[src/rtl/alu_issue_stage.sv]
// alu_issue_stage: ID->EX stage for RV32I. Decodes an instruction into ALU
// opcode, operands and writeback/branch control. A main output register plus
// one skid register keep full throughput behind a registered in_ready.
module alu_issue_stage #(
    parameter int unsigned XLEN = 32
) (
    input  logic            clk,
    input  logic            rst_n,
    input  logic            in_valid,
    output logic            in_ready,
    input  logic [31:0]     in_instr,
    input  logic [XLEN-1:0] in_pc,
    input  logic [XLEN-1:0] in_rs1,
    input  logic [XLEN-1:0] in_rs2,
    input  logic            flush,
    output logic            out_valid,
    input  logic            out_ready,
    output logic [3:0]      out_aluctr,
    output logic [XLEN-1:0] out_a,
    output logic [XLEN-1:0] out_b,
    output logic [4:0]      out_rd,
    output logic            out_rd_we,
    output logic            out_is_branch,
    output logic [2:0]      out_funct3,
    output logic            out_illegal
);

    localparam logic [3:0] ALU_ADD  = 4'd0;
    localparam logic [3:0] ALU_SUB  = 4'd1;
    localparam logic [3:0] ALU_AND  = 4'd2;
    localparam logic [3:0] ALU_OR   = 4'd3;
    localparam logic [3:0] ALU_XOR  = 4'd4;
    localparam logic [3:0] ALU_SLTU = 4'd5;
    localparam logic [3:0] ALU_SLT  = 4'd6;
    localparam logic [3:0] ALU_SLL  = 4'd7;
    localparam logic [3:0] ALU_SRL  = 4'd8;
    localparam logic [3:0] ALU_SRA  = 4'd9;

    localparam logic [6:0] OPC_OP     = 7'b0110011;
    localparam logic [6:0] OPC_OP_IMM = 7'b0010011;
    localparam logic [6:0] OPC_LUI    = 7'b0110111;
    localparam logic [6:0] OPC_AUIPC  = 7'b0010111;
    localparam logic [6:0] OPC_LOAD   = 7'b0000011;
    localparam logic [6:0] OPC_STORE  = 7'b0100011;
    localparam logic [6:0] OPC_BRANCH = 7'b1100011;
    localparam logic [6:0] OPC_JAL    = 7'b1101111;
    localparam logic [6:0] OPC_JALR   = 7'b1100111;

    typedef struct packed {
        logic [3:0]      aluctr;
        logic [XLEN-1:0] a;
        logic [XLEN-1:0] b;
        logic [4:0]      rd;
        logic            rd_we;
        logic            is_branch;
        logic [2:0]      funct3;
        logic            illegal;
    } op_t;

    logic [6:0]      opcode;
    logic [2:0]      funct3;
    logic            alt;
    logic [XLEN-1:0] imm_i;
    logic [XLEN-1:0] imm_s;
    logic [XLEN-1:0] imm_u;
    logic [3:0]      f3_op;
    logic [3:0]      f3_opimm;
    op_t             dec;

    // rs1/rs2 index fields are consumed upstream by the register file
    logic            unused_rs_idx;

    op_t  main_q, main_d;
    op_t  skid_q, skid_d;
    logic main_valid_q, main_valid_d;
    logic skid_valid_q, skid_valid_d;
    logic accept;
    logic consume;

    assign opcode        = in_instr[6:0];
    assign funct3        = in_instr[14:12];
    assign alt           = in_instr[30];
    assign imm_i         = {{(XLEN-12){in_instr[31]}}, in_instr[31:20]};
    assign imm_s         = {{(XLEN-12){in_instr[31]}}, in_instr[31:25], in_instr[11:7]};
    assign imm_u         = {in_instr[31:12], 12'b0};
    assign unused_rs_idx = ^in_instr[19:15];

    // funct3 -> ALU opcode for OP; OP-IMM differs only in ignoring alt for 000
    always_comb begin
        f3_op = ALU_ADD;
        case (funct3)
            3'b000:  f3_op = alt ? ALU_SUB : ALU_ADD;
            3'b001:  f3_op = ALU_SLL;
            3'b010:  f3_op = ALU_SLT;
            3'b011:  f3_op = ALU_SLTU;
            3'b100:  f3_op = ALU_XOR;
            3'b101:  f3_op = alt ? ALU_SRA : ALU_SRL;
            3'b110:  f3_op = ALU_OR;
            default: f3_op = ALU_AND;
        endcase
        f3_opimm = (funct3 == 3'b000) ? ALU_ADD : f3_op;
    end

    // Combinational decode of the presented instruction
    always_comb begin
        dec        = '0;
        dec.aluctr = ALU_ADD;
        dec.rd     = in_instr[11:7];
        dec.funct3 = funct3;
        case (opcode)
            OPC_OP: begin
                dec.a      = in_rs1;
                dec.b      = in_rs2;
                dec.aluctr = f3_op;
                dec.rd_we  = 1'b1;
            end
            OPC_OP_IMM: begin
                dec.a      = in_rs1;
                dec.b      = imm_i;
                dec.aluctr = f3_opimm;
                dec.rd_we  = 1'b1;
            end
            OPC_LUI: begin
                dec.b     = imm_u;
                dec.rd_we = 1'b1;
            end
            OPC_AUIPC: begin
                dec.a     = in_pc;
                dec.b     = imm_u;
                dec.rd_we = 1'b1;
            end
            OPC_LOAD: begin
                dec.a     = in_rs1;
                dec.b     = imm_i;
                dec.rd_we = 1'b1;
            end
            OPC_STORE: begin
                dec.a = in_rs1;
                dec.b = imm_s;
            end
            OPC_BRANCH: begin
                dec.a         = in_rs1;
                dec.b         = in_rs2;
                dec.is_branch = 1'b1;
                case (funct3)
                    3'b000, 3'b001: dec.aluctr = ALU_SUB;
                    3'b100, 3'b101: dec.aluctr = ALU_SLT;
                    3'b110, 3'b111: dec.aluctr = ALU_SLTU;
                    default: begin
                        // Undefined branch condition: treat like an unknown opcode
                        dec.a         = '0;
                        dec.b         = '0;
                        dec.is_branch = 1'b0;
                        dec.illegal   = 1'b1;
                    end
                endcase
            end
            OPC_JAL, OPC_JALR: begin
                dec.a     = in_pc;
                dec.b     = XLEN'(4);
                dec.rd_we = 1'b1;
            end
            default: begin
                dec.illegal = 1'b1;
            end
        endcase
        if (dec.rd == 5'd0) begin
            dec.rd_we = 1'b0;
        end
    end

    assign in_ready = ~skid_valid_q;
    assign accept   = in_valid & in_ready & ~flush;
    assign consume  = main_valid_q & out_ready;

    // Next state of main/skid entries; flush overrides everything
    always_comb begin
        main_d       = main_q;
        skid_d       = skid_q;
        main_valid_d = main_valid_q;
        skid_valid_d = skid_valid_q;
        if (flush) begin
            main_valid_d = 1'b0;
            skid_valid_d = 1'b0;
        end else if (consume) begin
            if (skid_valid_q) begin
                // accept is impossible here since in_ready is low
                main_d       = skid_q;
                skid_valid_d = 1'b0;
            end else if (accept) begin
                main_d = dec;
            end else begin
                main_valid_d = 1'b0;
            end
        end else if (accept) begin
            if (!main_valid_q) begin
                main_d       = dec;
                main_valid_d = 1'b1;
            end else begin
                skid_d       = dec;
                skid_valid_d = 1'b1;
            end
        end
    end

    // State registers with asynchronous reset
    always_ff @(posedge clk or negedge rst_n) begin
        if (!rst_n) begin
            main_q       <= '0;
            skid_q       <= '0;
            main_valid_q <= 1'b0;
            skid_valid_q <= 1'b0;
        end else begin
            main_q       <= main_d;
            skid_q       <= skid_d;
            main_valid_q <= main_valid_d;
            skid_valid_q <= skid_valid_d;
        end
    end

    assign out_valid     = main_valid_q;
    assign out_aluctr    = main_q.aluctr;
    assign out_a         = main_q.a;
    assign out_b         = main_q.b;
    assign out_rd        = main_q.rd;
    assign out_rd_we     = main_q.rd_we;
    assign out_is_branch = main_q.is_branch;
    assign out_funct3    = main_q.funct3;
    assign out_illegal   = main_q.illegal;

endmodule
[config.mk]
export PLATFORM = sky130hd
export DESIGN_NAME = alu_issue_stage
export DESIGN_NICKNAME = d
export VERILOG_FILES = /design/src/rtl/alu_issue_stage.sv
export SDC_FILE = /design/constraint.sdc
export NUM_CORES = 1
export LEC_CHECK = 0
export ABC_AREA = 1
export CORE_ASPECT_RATIO = 0.5
export CORE_MARGIN = 4
export CORE_UTILIZATION = 40
export CTS_CLUSTER_DIAMETER = 50
export DETAILED_ROUTE_END_ITERATION = 8
export GPL_TIMING_DRIVEN = 0
export PLACE_DENSITY = 0.67
export SYNTH_ARGS = -nofsm -noshare
export SYNTH_HDL_FRONTEND = slang
export SYNTH_SLANG_ARGS = --single-unit
[constraint.sdc]
create_clock -name clk -period 2.1 [get_ports clk]
set_input_delay 0.42 -clock clk [delete_from_list [all_inputs] [get_ports clk]]
set_output_delay 0.42 -clock clk [all_outputs]
set_load 0.005 [all_outputs]
==> impl_summary.log, run 1 <==
INFO  metric die_x = 211 um
INFO  metric grt_setup_unrepaired = no
INFO  metric share_of_final_layout_standard_cells_stronger_than_drive_strength_1 = 6.86%
INFO  metric timing.final.hold_violations = 7
INFO  metric timing.final.crit_period = 1930 ps
INFO  metric floorplan.die.height = 110 um
INFO  metric global_routing_met2_resource_utilization = 39.8%
INFO  metric cts-root-buf = sky130_fd_sc_hd__clkbuf_16
INFO  metric slew-limit-headroom = 51.9%
INFO  metric initialDrtViolationCount = 698
INFO  metric report.final.slew_viol_count = 0
INFO  metric grt_remaining_overflow = 0
INFO  metric synth-seq-area-share = 48.4%
INFO  metric drc = 0
INFO  metric start_util = 41.7%
INFO  metric fp.dieArea = 23200 um^2
INFO  metric post-place-ws = -549 ps
INFO  metric io_buffer_count = 213
INFO  metric tightest_slew = 722 ps
INFO  metric core_region_area = 19900 um^2
INFO  metric clock_path_buffers = 2
INFO  metric antenna_found_initial = 0
INFO  metric syn_inst_count = 1154
INFO  metric synth_ff_type = sky130_fd_sc_hd__dfrtp_1
INFO  metric hold_path_class = primary input to async pin
INFO  metric post-cts-setup-buffer-count = 0
INFO  metric async_set_reset_flop_share_out_of_synthesis = 100%
INFO  metric grt_pass1_wl = 44500 um
INFO  metric clk_latency = 430 ps
INFO  metric via_count_of_the_first_global_routing_pass = 8519
INFO  metric final_cells = 1666
INFO  metric dpl.hpwl = 20900 um
INFO  metric cp_slowest_stage_delay = 560 ps
INFO  metric timing.critical_path.slowest_stage_cell = sky130_fd_sc_hd__buf_1
INFO  metric groute.layer.met1.usage = 33.8%
INFO  metric cts_buffers = 17
INFO  metric final_antenna_net_count = 0
INFO  metric gr-usage-all-layers = 24.5%
INFO  metric num_antenna_cells = 0
INFO  metric timing.critical_path.arrival = 2250 ps
INFO  metric finalWorstSetupSlack = 171 ps
INFO  metric failed_checks = hold timing
INFO  metric critical-path-top-cell-by-count = sky130_fd_sc_hd__nand2_1
INFO  metric wire_per_inst = 17.0 um
INFO  metric synth_area = 8270 um^2
INFO  metric num_rows = 36
INFO  metric yosys_warnings = 0
INFO  metric fin_hold_ws = -22.3 ps
INFO  metric nature_of_the_critical_path_endpoint = flop
INFO  metric critPathLaunchType = flop
INFO  metric clock_pin_slew_worst_setup_and_hold_paths = 60 ps
INFO  metric grt_start_max_net_pins = 91
INFO  metric status = complete, but fails checks
INFO  metric crit_chain = nand2_1 > nor2_2 > inv_2 > buf_2 > buf_1 > nand3_1 > nand2_1 > nand2_1
INFO  metric cts.sinks = 160
INFO  metric syn_nets = 1290
INFO  metric ctsHtreeMaxLevel = 4
INFO  metric rrSetupSlack = 170 ps
INFO  metric gr-usage-met3 = 4.79%
INFO  metric flow.area_growth_from_synthesis = 38.2%
INFO  metric clock-skew-final = 6.50 ps
INFO  metric clock_tree_from_tritoncts = yes
INFO  metric finalWeightedCongestion = 0.877
INFO  metric grt.busiest_layer = met2
INFO  metric power_density = 796 nW/um^2
INFO  metric synth_enable_flop_cells = 0
INFO  metric crit_required = 2420 ps
INFO  metric postSynthAreaPerCell = 7.17 um^2
INFO  metric worst-setup-path-type = flop to flop
INFO  metric finalNetCount = 1523
INFO  metric max_freq = 518 MHz
INFO  metric count_of_cell_types_in_the_netlist = 29
INFO  metric setup_viol_count_final = 0
INFO  metric path_max_fanout = 10
INFO  metric detailroute.via_count = 8530
INFO  metric finalCritPeriodShare = 91.9%
INFO  metric postPlaceCellArea = 10800 um^2
INFO  metric ys_ff_latch = 160
INFO  metric max_cap_violations = 0
INFO  metric worst_ir_drop_vdd = 0.453 mV
INFO  metric power.static_leakage = 5.78 nW
INFO  metric via_per_inst = 5.12
INFO  metric fin_area = 11400 um^2
INFO  metric routed_wirelength = 28300 um
INFO  metric post-layout-total-power = 9.10 mW
INFO  metric number_of_i_o_pins = 214
INFO  metric placedCellCount = 1634
INFO  metric cts_hold_buf = 0
INFO  metric detail_route.first_pass.iterations = 5
worst max-delay path, delay by kind of cell, from the launching register on:
kind | cells | cell delay [ps]
buffers and inverters | 3 | 890
and+or+nand+nor | 5 | 480
DFF | 1 | 430
final timing paths:
| kind | end | from | cells past startpoint |
|---|---|---|---|
| min in group clk | out_funct3[2] | in_instr[14] | 3 |
| hold / removal | out_a[18] | rst_n | 1 |
| setup reg to reg | out_b[11] | out_valid | 8 |
| setup / recovery | out_b[11] | out_valid | 8 |
| max in group asynchronous | out_a[3] | rst_n | 2 |
| hold reg to reg | out_a[4] | out_a[4] | 2 |
report_power, final:
group          switching [mW]  internal (mW)  total, mW
Clock                    1.33           2.14       3.47
Sequential              0.300           3.64       3.94
Combinational           0.818          0.867       1.68
sequential cells by signal, indices dropped and copies added, names as in the netlist:
name           flops
skid_q            79
out_a             32
out_b             32
out_rd             5
out_aluctr         4
out_funct3         3
out_illegal        1
out_is_branch      1
out_rd_we          1
out_valid          1
skid_valid_q       1
routing by layer:
layer	up-vias	routed length [um]
li1	4123	-
met1	4076	12800
met2	292	13300
met3	39	1790
met4	0	472
met5	-	0
metrics by stage:
stage	TNS [ps]	util (%)
final	0	57.6
after global routing	0	57.6
after CTS	0	57.5
after detailed placement	-47540	54.2
after global placement	-1029900	54.1
after floorplan	0	-
area by class of cell:
| cell class | count | area (um^2) |
|---|---|---|
| Buffer | 67 | 330 |
| Timing Repair Buffer | 214 | 2170 |
| Inverter | 70 | 267 |
| Sequential cell | 160 | 4000 |
| Tap cell | 266 | 333 |
| Multi-Input combinational cell | 857 | 3680 |
| Fill cell | 1896 | 8430 |
| Clock inverter | 14 | 213 |
| Clock buffer | 18 | 439 |
cell usage after synthesis, types with 2 or more instances:
| cell | instances | area (um^2) |
|---|---|---|
| sky130_fd_sc_hd__buf_1 | 12 | 45.0 |
| sky130_fd_sc_hd__a21oi_2 | 7 | 61.3 |
| sky130_fd_sc_hd__o21ai_1 | 19 | 95.1 |
| sky130_fd_sc_hd__ha_1 | 3 | 37.5 |
| sky130_fd_sc_hd__dfrtp_1 | 160 | 4000 |
| sky130_fd_sc_hd__nand2_2 | 5 | 31.3 |
| sky130_fd_sc_hd__buf_6 | 3 | 33.8 |
| sky130_fd_sc_hd__nand2_1 | 414 | 1550 |
| sky130_fd_sc_hd__inv_2 | 7 | 26.3 |
| sky130_fd_sc_hd__nand2_4 | 2 | 22.5 |
| sky130_fd_sc_hd__nand3_1 | 94 | 470 |
| sky130_fd_sc_hd__inv_1 | 62 | 233 |
| sky130_fd_sc_hd__a21oi_1 | 65 | 325 |
| sky130_fd_sc_hd__clkbuf_1 | 21 | 78.8 |
| sky130_fd_sc_hd__buf_2 | 25 | 125 |
| sky130_fd_sc_hd__buf_4 | 6 | 45.0 |
| sky130_fd_sc_hd__o21ai_0 | 31 | 155 |
| sky130_fd_sc_hd__nor2_1 | 178 | 668 |
| sky130_fd_sc_hd__a31oi_1 | 30 | 188 |
logic make-up (layout without fill, tap and decap cells):
group                      count (synthesis)  after routing  share of synthesized area, %
AOI/OAI and AO/OA                        156            156                          10.3
and+or+nand+nor                          697            697                          33.6
DFF                                      160            160                          48.4
buffers and inverters                    137            383                          7.14
xor gates and xnor gates                   1              1                         0.106
adders and majority gates                  3              3                         0.454
timing repair:
action	in CTS	in global routing
pin swaps	0	0
gates resized for setup	1	4
gates cloned	0	0
setup endpoints to repair	12	87
cell usage in the layout (no fill, tap or decap), drive strengths merged:
master and instances:
a21oi 72, a31oi 30, buf 47, bufinv 5
clkbuf 40, clkdlybuf4s50 210, clkinv 4, clkinvlp 5
dfrtp 160, dlymetal6s2s 2, ha 3, inv 70
nand2 421, nand3 95, nor2 180, nor3 1
o211ai 1, o21a 1, o21ai 51, o22ai 1
xor2 1
(Power assumes the default switching activity.)
==> inputs of run 2 (changes only) <==
==> constraint.sdc (replaced) <==
create_clock -name clk -period 2.4 [get_ports clk]
set_input_delay 0.48 -clock clk [delete_from_list [all_inputs] [get_ports clk]]
set_output_delay 0.48 -clock clk [all_outputs]
set_load 0.005 [all_outputs]
==> run 2 against run 1 <==
Against the previous run:
- the run now ends clean
- clock skew about the same
- routed wire length down 0.17%
- sequential share of layout area about the same
- final cell count unchanged
- power down 13%
- register-to-register slack better by 230 ps
- final area about the same
- hold slack better by 63 ps
- largest power group unchanged
==> impl_summary.log, run 2 (same netlist as run 1, synthesis figures left out) <==
INFO  metric max_freq = 467 MHz
INFO  metric grt_setup_unrepaired = no
INFO  metric clock_tree_from_tritoncts = yes
INFO  metric switchingPower = 2.13 mW (-13%)
INFO  metric via_count_of_the_first_global_routing_pass = 8519 (unchanged)
INFO  metric initialDrtViolationCount = 685 (-1.9%)
INFO  metric nature_of_the_critical_path_endpoint = flop
INFO  metric worst-setup-path-type = primary input to flop
INFO  metric drc = 0 (unchanged)
INFO  metric report.final.slew_viol_count = 0 (unchanged)
INFO  metric num_antenna_cells = 0 (unchanged)
INFO  metric slew-limit-headroom = 51.7% (-0.21 points)
INFO  metric setup_viol_count_final = 0 (unchanged)
INFO  metric power.share.combinational = 18.5% (about the same)
INFO  metric post-cts-setup-buffer-count = 0 (unchanged)
INFO  metric dpl.hpwl = 20900 um (unchanged)
INFO  metric tightest_slew = 725 ps (+3.15 ps)
INFO  metric timing.final.crit_period = 2140 ps
INFO  metric largest-register = skid_q
INFO  metric largest_register_ffs = 79 (unchanged)
INFO  metric fp.dieArea = 23200 um^2 (unchanged)
INFO  metric clock_path_buffers = 2 (unchanged)
INFO  metric cts_buffers = 17 (unchanged)
INFO  metric ctsHtreeMaxLevel = 4 (unchanged)
INFO  metric share_clk_of_total_power = 38.1% (about the same)
INFO  metric power_switching_share = 26.8% (-0.13 points)
INFO  metric power.static_leakage = 5.76 nW (-0.34%)
INFO  metric finalCritPeriodShare = 89.3%
INFO  metric clk_latency = 430 ps (about the same)
INFO  metric clock_pin_slew_worst_setup_and_hold_paths = 70 ps (about the same)
INFO  metric rr_startpoint = out_valid
INFO  metric status = completed
INFO  metric detail_route.first_pass.iterations = 5 (unchanged)
INFO  metric worst-r2r-cell-count = 8 (unchanged)
INFO  metric final_cells = 1666 (unchanged)
INFO  metric hold_path_class = primary input to async pin
INFO  metric cts_hold_buf = 0 (unchanged)
INFO  metric most_frequent_standard_cell_in_the_layout_excluding_fill_and_tap_cells = sky130_fd_sc_hd__nand2_1
INFO  metric critPathLaunchType = primary input
INFO  metric path_max_fanout = 10 (unchanged)
INFO  metric antenna_found_initial = 0 (unchanged)
INFO  metric io_buffer_count = 213 (unchanged)
INFO  metric timing.critical_path.arrival = 2500 ps (+250 ps)
INFO  metric cts-root-buf = sky130_fd_sc_hd__clkbuf_16
INFO  metric flow.area_growth_from_synthesis = 38.1% (about the same)
INFO  metric endpoint_of_the_most_critical_register_to_register_path = out_illegal
INFO  metric power_density = 696 nW/um^2 (-13%)
INFO  metric start_util = 41.7% (unchanged)
INFO  metric final_antenna_net_count = 0 (unchanged)
INFO  metric share_of_final_layout_standard_cells_stronger_than_drive_strength_1 = 6.71% (-0.14 points)
INFO  metric sequentialPowerShare = 43.4% (about the same)
INFO  metric core_region_area = 19900 um^2 (unchanged)
INFO  metric routed_wirelength = 28300 um (-0.17%)
INFO  metric grt_pass1_wl = 44500 um (unchanged)
INFO  metric floorplan.die.height = 110 um (unchanged)
INFO  metric timing.final.hold_violations = 0 (-7)
INFO  metric grt_start_max_net_pins = 91 (unchanged)
INFO  metric finalNetCount = 1523 (unchanged)
INFO  metric max_cap_violations = 0 (unchanged)
INFO  metric wire_per_inst = 17.0 um (-0.17%)
INFO  metric number_of_i_o_pins = 214 (unchanged)
INFO  metric placedCellCount = 1634 (unchanged)
INFO  metric die_x = 211 um (unchanged)
INFO  metric p_int = 5.82 mW (-13%)
INFO  metric worst_ir_drop_vdd = 0.396 mV (-13%)
INFO  metric post-layout-total-power = 7.95 mW (-13%)
INFO  metric ctsResizeCount = 0 (-1)
INFO  metric num_rows = 36 (unchanged)
INFO  metric crit_required = 2750 ps (+330 ps)
INFO  metric gr-usage-all-layers = 24.5% (unchanged)
INFO  metric grt_remaining_overflow = 0 (unchanged)
INFO  metric clock-skew-final = 6.89 ps (+0.391 ps)
INFO  metric setup_tns = 0 ps (unchanged)
INFO  metric rrSetupSlack = 400 ps (+230 ps)
INFO  metric via_per_inst = 5.08 (-0.74%)
INFO  metric cts.sinks = 160 (unchanged)
INFO  metric commonest_cells_after_routing_fill_and_taps_aside = 414 x sky130_fd_sc_hd__nand2_1, 212 x sky130_fd_sc_hd__clkdlybuf4s50_1, 178 x sky130_fd_sc_hd__nor2_1
INFO  metric detailroute.via_count = 8467 (-0.74%)
INFO  metric finalWeightedCongestion = 0.877 (unchanged)
run 2: cell types whose count changed in the layout (fill, tap and decap cells not counted):
cell,before,now
sky130_fd_sc_hd__buf_1,11,12
sky130_fd_sc_hd__clkbuf_2,2,1
sky130_fd_sc_hd__clkdlybuf4s50_1,210,212
sky130_fd_sc_hd__clkinv_1,0,1
sky130_fd_sc_hd__clkinvlp_4,5,4
sky130_fd_sc_hd__dlymetal6s2s_1,2,0
run 2: per-stage QoR:
stage	area (um^2)	hold WS, ps	setup WS [ps]	utilization (%)
final	11400	40.5	257	57.5
after global routing	11400	90.2	110	57.5
after CTS	11400	74.3	146	57.5
after detailed placement	10800	465	-309	54.2
after global placement	10700	462	-5900	54.1
after floorplan	8270	184	828	-
run 2: area by class of cell:
cell class,instances,area [um^2]
Buffer,67,329
Clock buffer,18,439
Clock inverter,14,213
Fill cell,1899,8440
Inverter,70,263
Multi-Input combinational cell,857,3680
Sequential cell,160,4000
Tap cell,266,333
Timing Repair Buffer,214,2160
run 2: how the worst max path moves through the flow:
stage	start	end
detailed placement	in_instr[14]	out_a[11]
global placement	rst_n	out_a[0]
finish	in_instr[14]	skid_q[30]
global route	in_instr[14]	skid_q[30]
CTS	in_instr[14]	out_a[11]
floorplan	in_instr[14]	out_a[15]
run 2: power by group through the flow:
stage,combinational [mW],sequential [mW],clock (mW)
floorplan,0.674,3.44,0
global placement,1.43,3.47,0
detailed placement,1.48,3.49,0
CTS,1.48,3.44,3.06
global route,1.64,3.50,3.19
finish,1.47,3.45,3.03
run 2: layer usage:
layer	share of wire (%)	vias up	GRT usage, %
met5	0	-	0
met4	1.5	0	7.17
met3	6.3	30	4.79
met2	47	275	39.8
met1	45	4044	33.8
li1	-	4118	-
run 2: worst max-delay path: stages:
cell and delay, ps:
sky130_fd_sc_hd__clkdlybuf4s50_1 640, sky130_fd_sc_hd__inv_1 200, sky130_fd_sc_hd__ha_1 230, sky130_fd_sc_hd__inv_1 160
sky130_fd_sc_hd__nand2_4 110, sky130_fd_sc_hd__nand2_4 180, sky130_fd_sc_hd__buf_6 190, sky130_fd_sc_hd__nand2_2 60
sky130_fd_sc_hd__nand2_1 70, sky130_fd_sc_hd__nand2_1 60, sky130_fd_sc_hd__o21ai_1 110
